==> src/rtl/ti_load_ctrl_pkg.sv <==
// Shared types and address helpers for the load datapath.
// Pure declarations: no state, no latency.
package ti_load_pkg;

  typedef enum logic {DST_RAM, DST_SPCH} dest_t;
  typedef enum logic {IDLE, SDR_WAIT} state_t;

  localparam logic [7:0] IDX_C = 8'd1;
  localparam logic [7:0] IDX_D = 8'd2;
  localparam logic [7:0] IDX_G = 8'd3;

  localparam logic [16:0] D_OFFSET_DEF = 17'h01000;
  localparam logic [16:0] G_OFFSET_DEF = 17'h0B000;

  function automatic dest_t decode_dest(input logic [24:0] addr);
    return (addr[24:18] != 7'd0) ? DST_SPCH : DST_RAM;
  endfunction

  // Only the low two index bits select the offset; the low address bit is
  // inverted because the 16-bit RAM stores bytes in the opposite order.
  function automatic logic [17:0] ram_byte_addr(input logic [24:0] addr,
                                                input logic [7:0]  index,
                                                input logic [16:0] d_off,
                                                input logic [16:0] g_off);
    logic [16:0] off;
    case ({6'd0, index[1:0]})
      IDX_C:   off = 17'd0;
      IDX_D:   off = d_off;
      IDX_G:   off = g_off;
      default: off = 17'd0;
    endcase
    return {addr[17:1] + off, ~addr[0]};
  endfunction

endpackage

==> src/rtl/ti_load_ctrl_if.sv <==
// HPS ioctl download stream: byte strobe with address/data, throttled by wait.
// Source must hold off strobes while dl_wait_o is high.
interface ti_load_ctrl_if;

  logic        dl_active_i;
  logic [7:0]  dl_index_i;
  logic        dl_wr_i;
  logic [24:0] dl_addr_i;
  logic [7:0]  dl_data_i;
  logic        dl_wait_o;

  modport master (
    output dl_active_i, dl_index_i, dl_wr_i, dl_addr_i, dl_data_i,
    input  dl_wait_o
  );

  modport slave (
    input  dl_active_i, dl_index_i, dl_wr_i, dl_addr_i, dl_data_i,
    output dl_wait_o
  );

endinterface

==> src/rtl/ti_load_ctrl_reset_stretch.sv <==
// Console reset sequencer: init reset, reset while loading/requested, then a
// HOLD_CYCLES stretch; outputs registered, one cycle after the inputs.
module reset_stretch #(
  parameter int HOLD_CYCLES = 255,
  parameter int CNT_W       = 8
) (
  input  logic clk,
  input  logic rst_n,
  input  logic dl_active,
  input  logic dl_start,
  input  logic rst_req,
  input  logic busy,
  output logic sys_reset,
  output logic loading
);

  localparam logic [CNT_W-1:0] HOLD_LD = CNT_W'(HOLD_CYCLES);

  logic [CNT_W-1:0] cnt_q;
  logic [CNT_W-1:0] cnt_d;
  logic             init_q;
  logic             init_d;
  logic             reload;
  logic             sys_reset_q;
  logic             loading_q;

  always_comb begin
    reload = dl_active | rst_req | busy;
    init_d = init_q & ~dl_start;
    cnt_d  = cnt_q;
    if (reload) begin
      cnt_d = HOLD_LD;
    end else if (cnt_q != '0) begin
      cnt_d = cnt_q - 1'b1;
    end
  end

  // Outputs are computed from next-state so the deassert lands exactly
  // HOLD_CYCLES+1 cycles after the last reload cycle.
  always_ff @(posedge clk or negedge rst_n) begin
    if (!rst_n) begin
      cnt_q       <= '0;
      init_q      <= 1'b1;
      sys_reset_q <= 1'b1;
      loading_q   <= 1'b0;
    end else begin
      cnt_q       <= cnt_d;
      init_q      <= init_d;
      sys_reset_q <= init_d | dl_active | rst_req | (cnt_d != '0);
      loading_q   <= dl_active | (cnt_d != '0);
    end
  end

  assign sys_reset = sys_reset_q;
  assign loading   = loading_q;

endmodule

==> src/rtl/ti_load_ctrl.sv <==
// Routes download bytes to CPU RAM / speech ROM and mirrors each to SDRAM.
// Write pulses one cycle after the strobe; dl_wait_o holds until SDRAM ack.
module ti_load_ctrl
  import ti_load_pkg::*;
#(
  parameter int          HOLD_CYCLES = 255,
  parameter int          CNT_W       = 8,
  parameter logic [16:0] D_OFFSET    = D_OFFSET_DEF,
  parameter logic [16:0] G_OFFSET    = G_OFFSET_DEF
) (
  input  logic          clk_i,
  input  logic          reset_n_i,
  ti_load_ctrl_if.slave dl,
  input  logic          rst_req_i,
  output logic          ram_we_o,
  output logic [17:0]   ram_addr_o,
  output logic [7:0]    ram_data_o,
  output logic          spch_we_o,
  output logic [14:0]   spch_addr_o,
  output logic [7:0]    spch_data_o,
  output logic          sdr_req_o,
  output logic [24:0]   sdr_addr_o,
  output logic [7:0]    sdr_data_o,
  input  logic          sdr_ack_i,
  output logic          sys_reset_o,
  output logic          loading_o,
  output logic          rom_mask_o,
  output logic          ovf_o
);

  state_t      state_q;
  state_t      state_d;
  logic        accept;
  logic        drop;
  dest_t       dest;
  logic        busy;
  logic        act_q;
  logic        dl_start;

  logic        ram_we_q;
  logic [17:0] ram_addr_q;
  logic [7:0]  ram_data_q;
  logic        spch_we_q;
  logic [14:0] spch_addr_q;
  logic [7:0]  spch_data_q;
  logic [24:0] sdr_addr_q;
  logic [7:0]  sdr_data_q;
  logic        rom_mask_q;
  logic        ovf_q;

  assign dest     = decode_dest(dl.dl_addr_i);
  assign busy     = (state_q == SDR_WAIT);
  assign dl_start = dl.dl_active_i & ~act_q;

  always_comb begin
    state_d = state_q;
    accept  = 1'b0;
    drop    = 1'b0;
    case (state_q)
      IDLE: begin
        if (dl.dl_wr_i) begin
          accept  = 1'b1;
          state_d = SDR_WAIT;
        end
      end
      SDR_WAIT: begin
        drop = dl.dl_wr_i;
        if (sdr_ack_i) begin
          state_d = IDLE;
        end
      end
      default: state_d = IDLE;
    endcase
  end

  always_ff @(posedge clk_i or negedge reset_n_i) begin
    if (!reset_n_i) begin
      state_q     <= IDLE;
      act_q       <= 1'b0;
      ram_we_q    <= 1'b0;
      ram_addr_q  <= '0;
      ram_data_q  <= '0;
      spch_we_q   <= 1'b0;
      spch_addr_q <= '0;
      spch_data_q <= '0;
      sdr_addr_q  <= '0;
      sdr_data_q  <= '0;
      rom_mask_q  <= 1'b0;
      ovf_q       <= 1'b0;
    end else begin
      state_q   <= state_d;
      act_q     <= dl.dl_active_i;
      ram_we_q  <= accept & (dest == DST_RAM);
      spch_we_q <= accept & (dest == DST_SPCH);
      if (accept && dest == DST_RAM) begin
        ram_addr_q <= ram_byte_addr(dl.dl_addr_i, dl.dl_index_i, D_OFFSET, G_OFFSET);
        ram_data_q <= dl.dl_data_i;
      end
      if (accept && dest == DST_SPCH) begin
        spch_addr_q <= dl.dl_addr_i[14:0];
        spch_data_q <= dl.dl_data_i;
      end
      // SDRAM mirror takes every accepted byte at its raw file address.
      if (accept) begin
        sdr_addr_q <= dl.dl_addr_i;
        sdr_data_q <= dl.dl_data_i;
      end
      if (dl_start) begin
        rom_mask_q <= ~dl.dl_index_i[0];
      end
      if (drop) begin
        ovf_q <= 1'b1;
      end
    end
  end

  reset_stretch #(
    .HOLD_CYCLES (HOLD_CYCLES),
    .CNT_W       (CNT_W)
  ) u_reset_stretch (
    .clk       (clk_i),
    .rst_n     (reset_n_i),
    .dl_active (dl.dl_active_i),
    .dl_start  (dl_start),
    .rst_req   (rst_req_i),
    .busy      (busy),
    .sys_reset (sys_reset_o),
    .loading   (loading_o)
  );

  assign dl.dl_wait_o = busy;
  assign sdr_req_o    = busy;
  assign ram_we_o     = ram_we_q;
  assign ram_addr_o   = ram_addr_q;
  assign ram_data_o   = ram_data_q;
  assign spch_we_o    = spch_we_q;
  assign spch_addr_o  = spch_addr_q;
  assign spch_data_o  = spch_data_q;
  assign sdr_addr_o   = sdr_addr_q;
  assign sdr_data_o   = sdr_data_q;
  assign rom_mask_o   = rom_mask_q;
  assign ovf_o        = ovf_q;

endmodule

==> src/flat_wrapper.sv <==
// flat-port wrapper written by rule: the top's interface ports become plain ports
module ti_load_ctrl_flat import ti_load_pkg::*;
#(
  parameter int          HOLD_CYCLES = 255,
  parameter int          CNT_W       = 8,
  parameter logic [16:0] D_OFFSET    = D_OFFSET_DEF,
  parameter logic [16:0] G_OFFSET    = G_OFFSET_DEF
)
  (clk_i, reset_n_i, rst_req_i, ram_we_o, ram_addr_o, ram_data_o, spch_we_o, spch_addr_o, spch_data_o, sdr_req_o, sdr_addr_o, sdr_data_o, sdr_ack_i, sys_reset_o, loading_o, rom_mask_o, ovf_o, dl_dl_active_i, dl_dl_index_i, dl_dl_wr_i, dl_dl_addr_i, dl_dl_data_i, dl_dl_wait_o);
  ti_load_ctrl_if dl_i ();
  input  logic clk_i;
  input  logic reset_n_i;
  input  logic rst_req_i;
  output logic ram_we_o;
  output logic [17:0] ram_addr_o;
  output logic [7:0] ram_data_o;
  output logic spch_we_o;
  output logic [14:0] spch_addr_o;
  output logic [7:0] spch_data_o;
  output logic sdr_req_o;
  output logic [24:0] sdr_addr_o;
  output logic [7:0] sdr_data_o;
  input  logic sdr_ack_i;
  output logic sys_reset_o;
  output logic loading_o;
  output logic rom_mask_o;
  output logic ovf_o;
  input wire logic [$bits(dl_i.dl_active_i)-1:0] dl_dl_active_i;
  input wire logic [$bits(dl_i.dl_index_i)-1:0] dl_dl_index_i;
  input wire logic [$bits(dl_i.dl_wr_i)-1:0] dl_dl_wr_i;
  input wire logic [$bits(dl_i.dl_addr_i)-1:0] dl_dl_addr_i;
  input wire logic [$bits(dl_i.dl_data_i)-1:0] dl_dl_data_i;
  output wire logic [$bits(dl_i.dl_wait_o)-1:0] dl_dl_wait_o;
  assign dl_i.dl_active_i = dl_dl_active_i;
  assign dl_i.dl_index_i = dl_dl_index_i;
  assign dl_i.dl_wr_i = dl_dl_wr_i;
  assign dl_i.dl_addr_i = dl_dl_addr_i;
  assign dl_i.dl_data_i = dl_dl_data_i;
  assign dl_dl_wait_o = dl_i.dl_wait_o;
  ti_load_ctrl #(.HOLD_CYCLES(HOLD_CYCLES), .CNT_W(CNT_W), .D_OFFSET(D_OFFSET), .G_OFFSET(G_OFFSET)) u_core (.clk_i(clk_i), .reset_n_i(reset_n_i), .dl(dl_i), .rst_req_i(rst_req_i), .ram_we_o(ram_we_o), .ram_addr_o(ram_addr_o), .ram_data_o(ram_data_o), .spch_we_o(spch_we_o), .spch_addr_o(spch_addr_o), .spch_data_o(spch_data_o), .sdr_req_o(sdr_req_o), .sdr_addr_o(sdr_addr_o), .sdr_data_o(sdr_data_o), .sdr_ack_i(sdr_ack_i), .sys_reset_o(sys_reset_o), .loading_o(loading_o), .rom_mask_o(rom_mask_o), .ovf_o(ovf_o));
endmodule
==> config.mk <==
export PLATFORM = sky130hd
export DESIGN_NAME = ti_load_ctrl_flat
export DESIGN_NICKNAME = d
export VERILOG_FILES = /design/src/rtl/ti_load_ctrl_pkg.sv /design/src/rtl/ti_load_ctrl_if.sv /design/src/rtl/ti_load_ctrl_reset_stretch.sv /design/src/rtl/ti_load_ctrl.sv /design/src/flat_wrapper.sv
export SDC_FILE = /design/constraint.sdc
export NUM_CORES = 1
export LEC_CHECK = 0
export ABC_CLOCK_PERIOD_IN_PS = 3300
export CORE_ASPECT_RATIO = 1.2
export CORE_MARGIN = 5
export CORE_UTILIZATION = 49
export CTS_CLUSTER_DIAMETER = 80
export DETAILED_ROUTE_END_ITERATION = 6
export GPL_ROUTABILITY_DRIVEN = 0
export PLACE_DENSITY_LB_ADDON = 0.1
export SKIP_CTS_REPAIR_TIMING = 1
export SYNTH_ARGS = -nofsm -noshare
export SYNTH_HDL_FRONTEND = slang
export SYNTH_HIERARCHICAL = 1
export SYNTH_SLANG_ARGS = --single-unit
export TNS_END_PERCENT = 50
==> constraint.sdc <==
create_clock -name clk_i -period 3.3 [get_ports clk_i]
set_input_delay 0.66 -clock clk_i [delete_from_list [all_inputs] [get_ports clk_i]]
set_output_delay 0.66 -clock clk_i [all_outputs]
set_load 0.02 [all_outputs]
After elaboration in Yosys (flattened, before gate mapping)
Cells that the tools add are included.
W data, S select, Z words.
{"block": "classes", "n_addsub": 2, "eq_ne": 2, "mux": 10, "n_bitwise": 16, "n_reduce_logical": 5}
{"cell": "$pmux W16 S2", "n": 1}
{"cell": "$add A17 B17 Y17", "n": 1}
{"cell": "$mux W17", "n": 1}
{"cell": "$mux W8", "n": 2}
{"cell": "$reduce_bool A8 Y1", "n": 2}
{"cell": "$sub A8 B1 Y8 const B", "n": 1}
{"cell": "$reduce_bool A7 Y1", "n": 1}
{"cell": "$not A1 Y1", "n": 6}
{"cell": "$or A1 B1 Y1", "n": 6}
{"cell": "$mux W1", "n": 5}
{"cell": "$and A1 B1 Y1", "n": 4}
{"cell": "$eq A2 B2 Y1 const B", "n": 2}
{"cell": "$logic_and A1 B1 Y1", "n": 2}
{"cell": "$pmux W1 S2", "n": 1}
{"block": "word_totals", "register_bits": 99, "input_bits": 47, "out_inout_bits": 90, "wordCells": 51}

Longest topological paths before layout
{"block": "depth", "depth_word": 7, "mapped_depth": 6}

Cells and area by module
The synthesis kept the hierarchy.
{"module": "ti_load_ctrl", "instances": 1, "cells_each": 206, "area_each_um2": 3490.8, "seq_area_each_um2": 2202.1}
{"module": "reset_stretch", "instances": 1, "cells_each": 60, "area_each_um2": 605.6, "seq_area_each_um2": 277.8}

Worst setup path before layout
Ideal clock, no wire load.
{"block": "synth_timing", "kind": "input -> register", "start": "input port dl_dl_index_i[1]", "end": "register u_core.ram_addr_q[17] (netlist: u_core/ram_addr_o[17])", "arrival_ns": 1.845, "slack_ns": 1.331, "path_stages": 6, "path_cell_list": "clkbuf_1 > ha_1 > fa_1 > a31oi_1 > xnor2_1 > mux2_2"}
{"block": "synth_via", "elab_chain_len": 4, "word_cells_on_any_way": 5}
{"element": "from (decl)", "line": "flat_wrapper.sv:29", "text": "input wire logic [$bits(dl_i.dl_index_i)-1:0] dl_dl_index_i;"}
{"element": "$eq A2 B2 Y1", "line": "ti_load_ctrl_pkg.sv:26", "text": "case ({6'd0, index[1:0]})"}
{"element": "$pmux W16 S2 (*)", "line": "ti_load_ctrl_pkg.sv:26"}
{"element": "$mux W17 (*)", "line": "ti_load_ctrl.sv:95", "text": "if (accept && dest == DST_RAM) begin"}
{"element": "$add A17 B17 Y17 (*)", "line": "ti_load_ctrl_pkg.sv:32", "text": "return {addr[17:1] + off, ~addr[0]};"}
{"element": "to (signal assigned)", "line": "ti_load_ctrl.sv:96", "text": "ram_addr_q <= ram_byte_addr(dl.dl_addr_i, dl.dl_index_i, D_OFFSET, G_OFFSET);"}
{"element": "to (decl)", "line": "ti_load_ctrl.sv:41", "text": "logic [17:0] ram_addr_q;"}
Every way passes the cells marked *; elsewhere a longest branch is shown, timed or not. The select of a mux whose other input is x is not followed.
A chain may end at the register's enable or synchronous reset.

Worst setup path in the final report
{"block": "layout_timing", "start": "input port dl_dl_wr_i", "end": "register u_core.spch_addr_q[8] (netlist: u_core/spch_addr_o[8])"}
{"block": "layout_via", "elab_chain_len": 3}
{"element": "from (decl)", "line": "flat_wrapper.sv:30", "text": "input wire logic [$bits(dl_i.dl_wr_i)-1:0] dl_dl_wr_i;"}
{"element": "$mux W1", "line": "ti_load_ctrl.sv:61", "text": "if (dl.dl_wr_i) begin"}
{"element": "$mux W1", "line": "ti_load_ctrl.sv:59", "text": "case (state_q)"}
{"element": "$logic_and A1 B1 Y1", "line": "ti_load_ctrl.sv:99", "text": "if (accept && dest == DST_SPCH) begin"}
{"element": "to (signal assigned)", "line": "ti_load_ctrl.sv:100", "text": "spch_addr_q <= dl.dl_addr_i[14:0];"}
{"element": "to (decl)", "line": "ti_load_ctrl.sv:44", "text": "logic [14:0] spch_addr_q;"}
No other way between the ends.

==> summary.md <==
| Metric | Value |
|---|---|
| Status | `finished clean` |
| Initial Util | `0.502` |
| Initial DRC Count | `82` |
| Post-Syn Nets | `319` |
| Post-synth EDFFs | `0` |
| Compound-Gate Fraction of Synth Area | `0.0327` |
| Seq/Total Area, Yosys | `0.605` |
| Crit path max-delay family | `buffers and inverters` |
| Clock buffer depth | `2` |
| I/O Buffers | `130` |
| Worst rel slew slack | `0.297` |
| Antenna violations before repair | `0` |
| Worst min path class | `reg2reg` |
| Critical path class | `in2reg` |
| Startpoint types | `primary input` |
| Hold_ws | `0.473 ns` |
| Fin. Hold Viols | `0` |
| Final slew viol count | `0` |
| Wirelength per Cell | `17.1 µm` |
| First-pass DRT Iterations | `4` |
| Synth warn | `6` |
| Most common cell after layout, fill and taps aside | `clkdlybuf4s50_1` |
| Finished Layout Cells | `520` |
| Design area | `5710 µm²` |
| Clk root buf | `clkbuf_8` |
| Area Growth Syn to Fin | `39.5%` |
| Gate Count Post-Synth | `266` |
| Worst-case reg-to-reg path depth | `6` |
| Core ar. | `8150 µm²` |
| Via count | `2660` |
| Final setup violation count | `0` |
| Overall routing resource usage | `0.185` |
| R2r endpoint | `u_core/u_reset_stretch/loading` |
| Die width | `93.5 µm` |
| Via density | `5.12` |
| Post-route ant nets | `0` |
| Max Clk Rate | `458 MHz` |
| Leakage | `2.46 nW` |
| Worst-Skew Late Latency | `0.35 ns` |
| Dpl cells | `504` |
| Slew @ Worst Pin | `1.05 ns` |
| Simple-gate share of the synthesized area | `0.0583` |
| Setup WS post-layout | `1.12 ns` |
| CP Max Fanout | `19` |
| Yosys reg bits | `99` |
| Minimum clock period | `2.18 ns` |
| Async SR Flop Fraction | `1.00` |
| CP required | `3.55 ns` |
| Fillers | `598` |
| Setup TNS Final | `0 ns` |
| First-pass GRT wire length | `14600 µm` |
| CP arrival | `2.43 ns` |
| Post-Synth XOR/XNOR Area | `0.0128` |
| Critical hold path startpoint | `u_core/ovf_o` |
| Worst path cell trace | `clkdlybuf4s50_1 -> nand2b_2 -> a21oi_2 -> buf_4 -> mux2_2` |
| DRC viols | `0` |
| Worst hold path stage count | `1` |
| Layout cells sized above 1 | `0.281` |
| FF/Latch Area | `2480 µm²` |
| Num CTS Buffers | `9` |
| FF-to-FF Start | `u_core/u_reset_stretch/cnt_q[0]` |
| Ports | `137` |
| Buffer and inverter count on the worst path | `2` |
| Clock Skews | `0.00589 ns` |
| Largest family of logic cells by synthesized area | `multiplexers` |
| Synth Area in Adders | `0.0202` |
| Vias in the first global route | `2890` |
| RSZ-0062 raised after global routing | `false` |
| VDD IR-drop max | `0.000329 V` |
| DIE AREA | `10300 µm²` |
| GR Overflow Total | `0` |
| Hold Path Sink | `u_core/ovf_o` |
| Post-layout util | `0.701` |
| Syn Area/Cell | `15.4 µm²` |
| Die H | `110 µm` |
| Post-Route WL | `8910 µm` |
| Max cap viols | `0` |
| Cell area after placement | `5500 µm²` |
| Place WS | `0.716 ns` |
| Post-synthesis mux area share | `0.244` |
| Post-synthesis cell area | `4100 µm²` |
| CP Capture Type | `flop` |
| Reg2Reg Setup Slack | `1.17 ns` |
| Fin nets | `454` |
| Unique masters post-synth | `44` |
| Worst path slowest cell | `clkdlybuf4s50_1` |
| Most frequent cells in the layout | `clkdlybuf4s50_1, dfrtp_1, mux2_2, mux2_4, clkbuf_8` |
| Diode count | `0` |
| Area taken by multi-input logic gates | `1510 µm²` |
| Power Dens Cells | `578 nW/µm²` |
| Worst path max stage delay | `0.56 ns` |
| CTS H-Tree Depth | `3` |
| Final period utilization | `0.661` |
| FP Rows | `36` |
| CTS tree | `done` |
| Detail Placement HPWL | `6300 µm` |
| Clock sink count | `99` |
| Pin count of the biggest net entering global routing | `88` |
| Dominant synthesized flop cell | `dfrtp_1` |
| Final total power | `3.30 mW` |
| Reg clk slew, reported paths | `0.09 ns` |
how the worst max path moves through the flow:
stage | startpoint | to | cells past startpoint
2_1_floorplan | dl_dl_index_i[1] | u_core/ram_addr_o[17] | 6
6_report | dl_dl_wr_i | u_core/spch_addr_o[8] | 5
5_1_grt | u_core/u_reset_stretch/cnt_q[0] | u_core/u_reset_stretch/loading | 6
3_5_place_dp | dl_dl_wr_i | u_core/spch_data_o[2] | 5
4_1_cts | u_core/dl.dl_wait_o | sdr_req_o | 1
3_3_place_gp | dl_dl_wr_i | u_core/spch_addr_o[1] | 5
cell usage after synthesis (3+ instances only):
cell,count,area [µm²]
buf_6,3,33.8
buf_4,3,22.5
xnor2_1,4,35.0
buf_2,3,15.0
mux2_2,63,709
o21ai_0,6,30.0
inv_1,8,30.0
nand3_1,4,20.0
ha_1,5,62.6
mux2_4,18,270
a21oi_1,3,15.0
nand2_1,6,22.5
dfrtp_1,97,2430
final cells by class:
| cell class | count | area share |
|---|---|---|
| Clock buffer | 10 | 0.0223 |
| Sequential cell | 99 | 0.434 |
| Clock inverter | 6 | 0.0153 |
| Tap cell | 114 | 0.0250 |
| Inverter | 8 | 0.00526 |
| Multi-Input combinational cell | 148 | 0.264 |
| Timing Repair Buffer | 135 | 0.234 |
power by group:
part           leakage, nW  total, mW  switching, mW  internal (mW)
Combinational         1.17      0.970          0.454          0.516
Sequential            1.18       1.48         0.0914           1.39
Clock                0.111      0.848          0.419          0.429
layer usage:
metal  part of all wire  vias up  track usage
li1                   -     1216            -
met1               0.40     1347        0.224
met2               0.50       84        0.308
met3              0.086       13       0.0597
met4              0.016        0       0.0754
met5                  0        -            0
state kept, by name, summed over array words and instances (netlist names):
name / count
u_core/u_reset_stretch/sys_reset: 1
u_core/ram_data_o: 8
u_core/u_reset_stretch/init_q: 1
u_core/ram_we_o: 1
u_core/spch_we_o: 1
u_core/sdr_addr_o: 25
u_core/ram_addr_o: 18
u_core/spch_data_o: 8
u_core/dl.dl_wait_o: 1
u_core/u_reset_stretch/cnt_q: 8
u_core/spch_addr_o: 15
u_core/sdr_data_o: 8
u_core/rom_mask_o: 1
u_core/ovf_o: 1
u_core/act_q: 1
u_core/u_reset_stretch/loading: 1
worst register-to-register path, stage by stage, from the launching register on:
cell      delay, ns
dfrtp_1        0.44
inv_1          0.19
ha_1           0.21
nor3b_1        0.50
a21oi_1        0.14
a221oi_1       0.37
nand4_1        0.14
cells by family after synthesis:
| kind of cell | count (synthesis) |
|---|---|
| flops | 99 |
| mux | 83 |
| simple gates | 34 |
| compound gates | 19 |
| buf+inv | 19 |
| xor+xnor | 6 |
| fa+ha+maj | 6 |
Note: power is estimated with default switching activity, not from simulation.
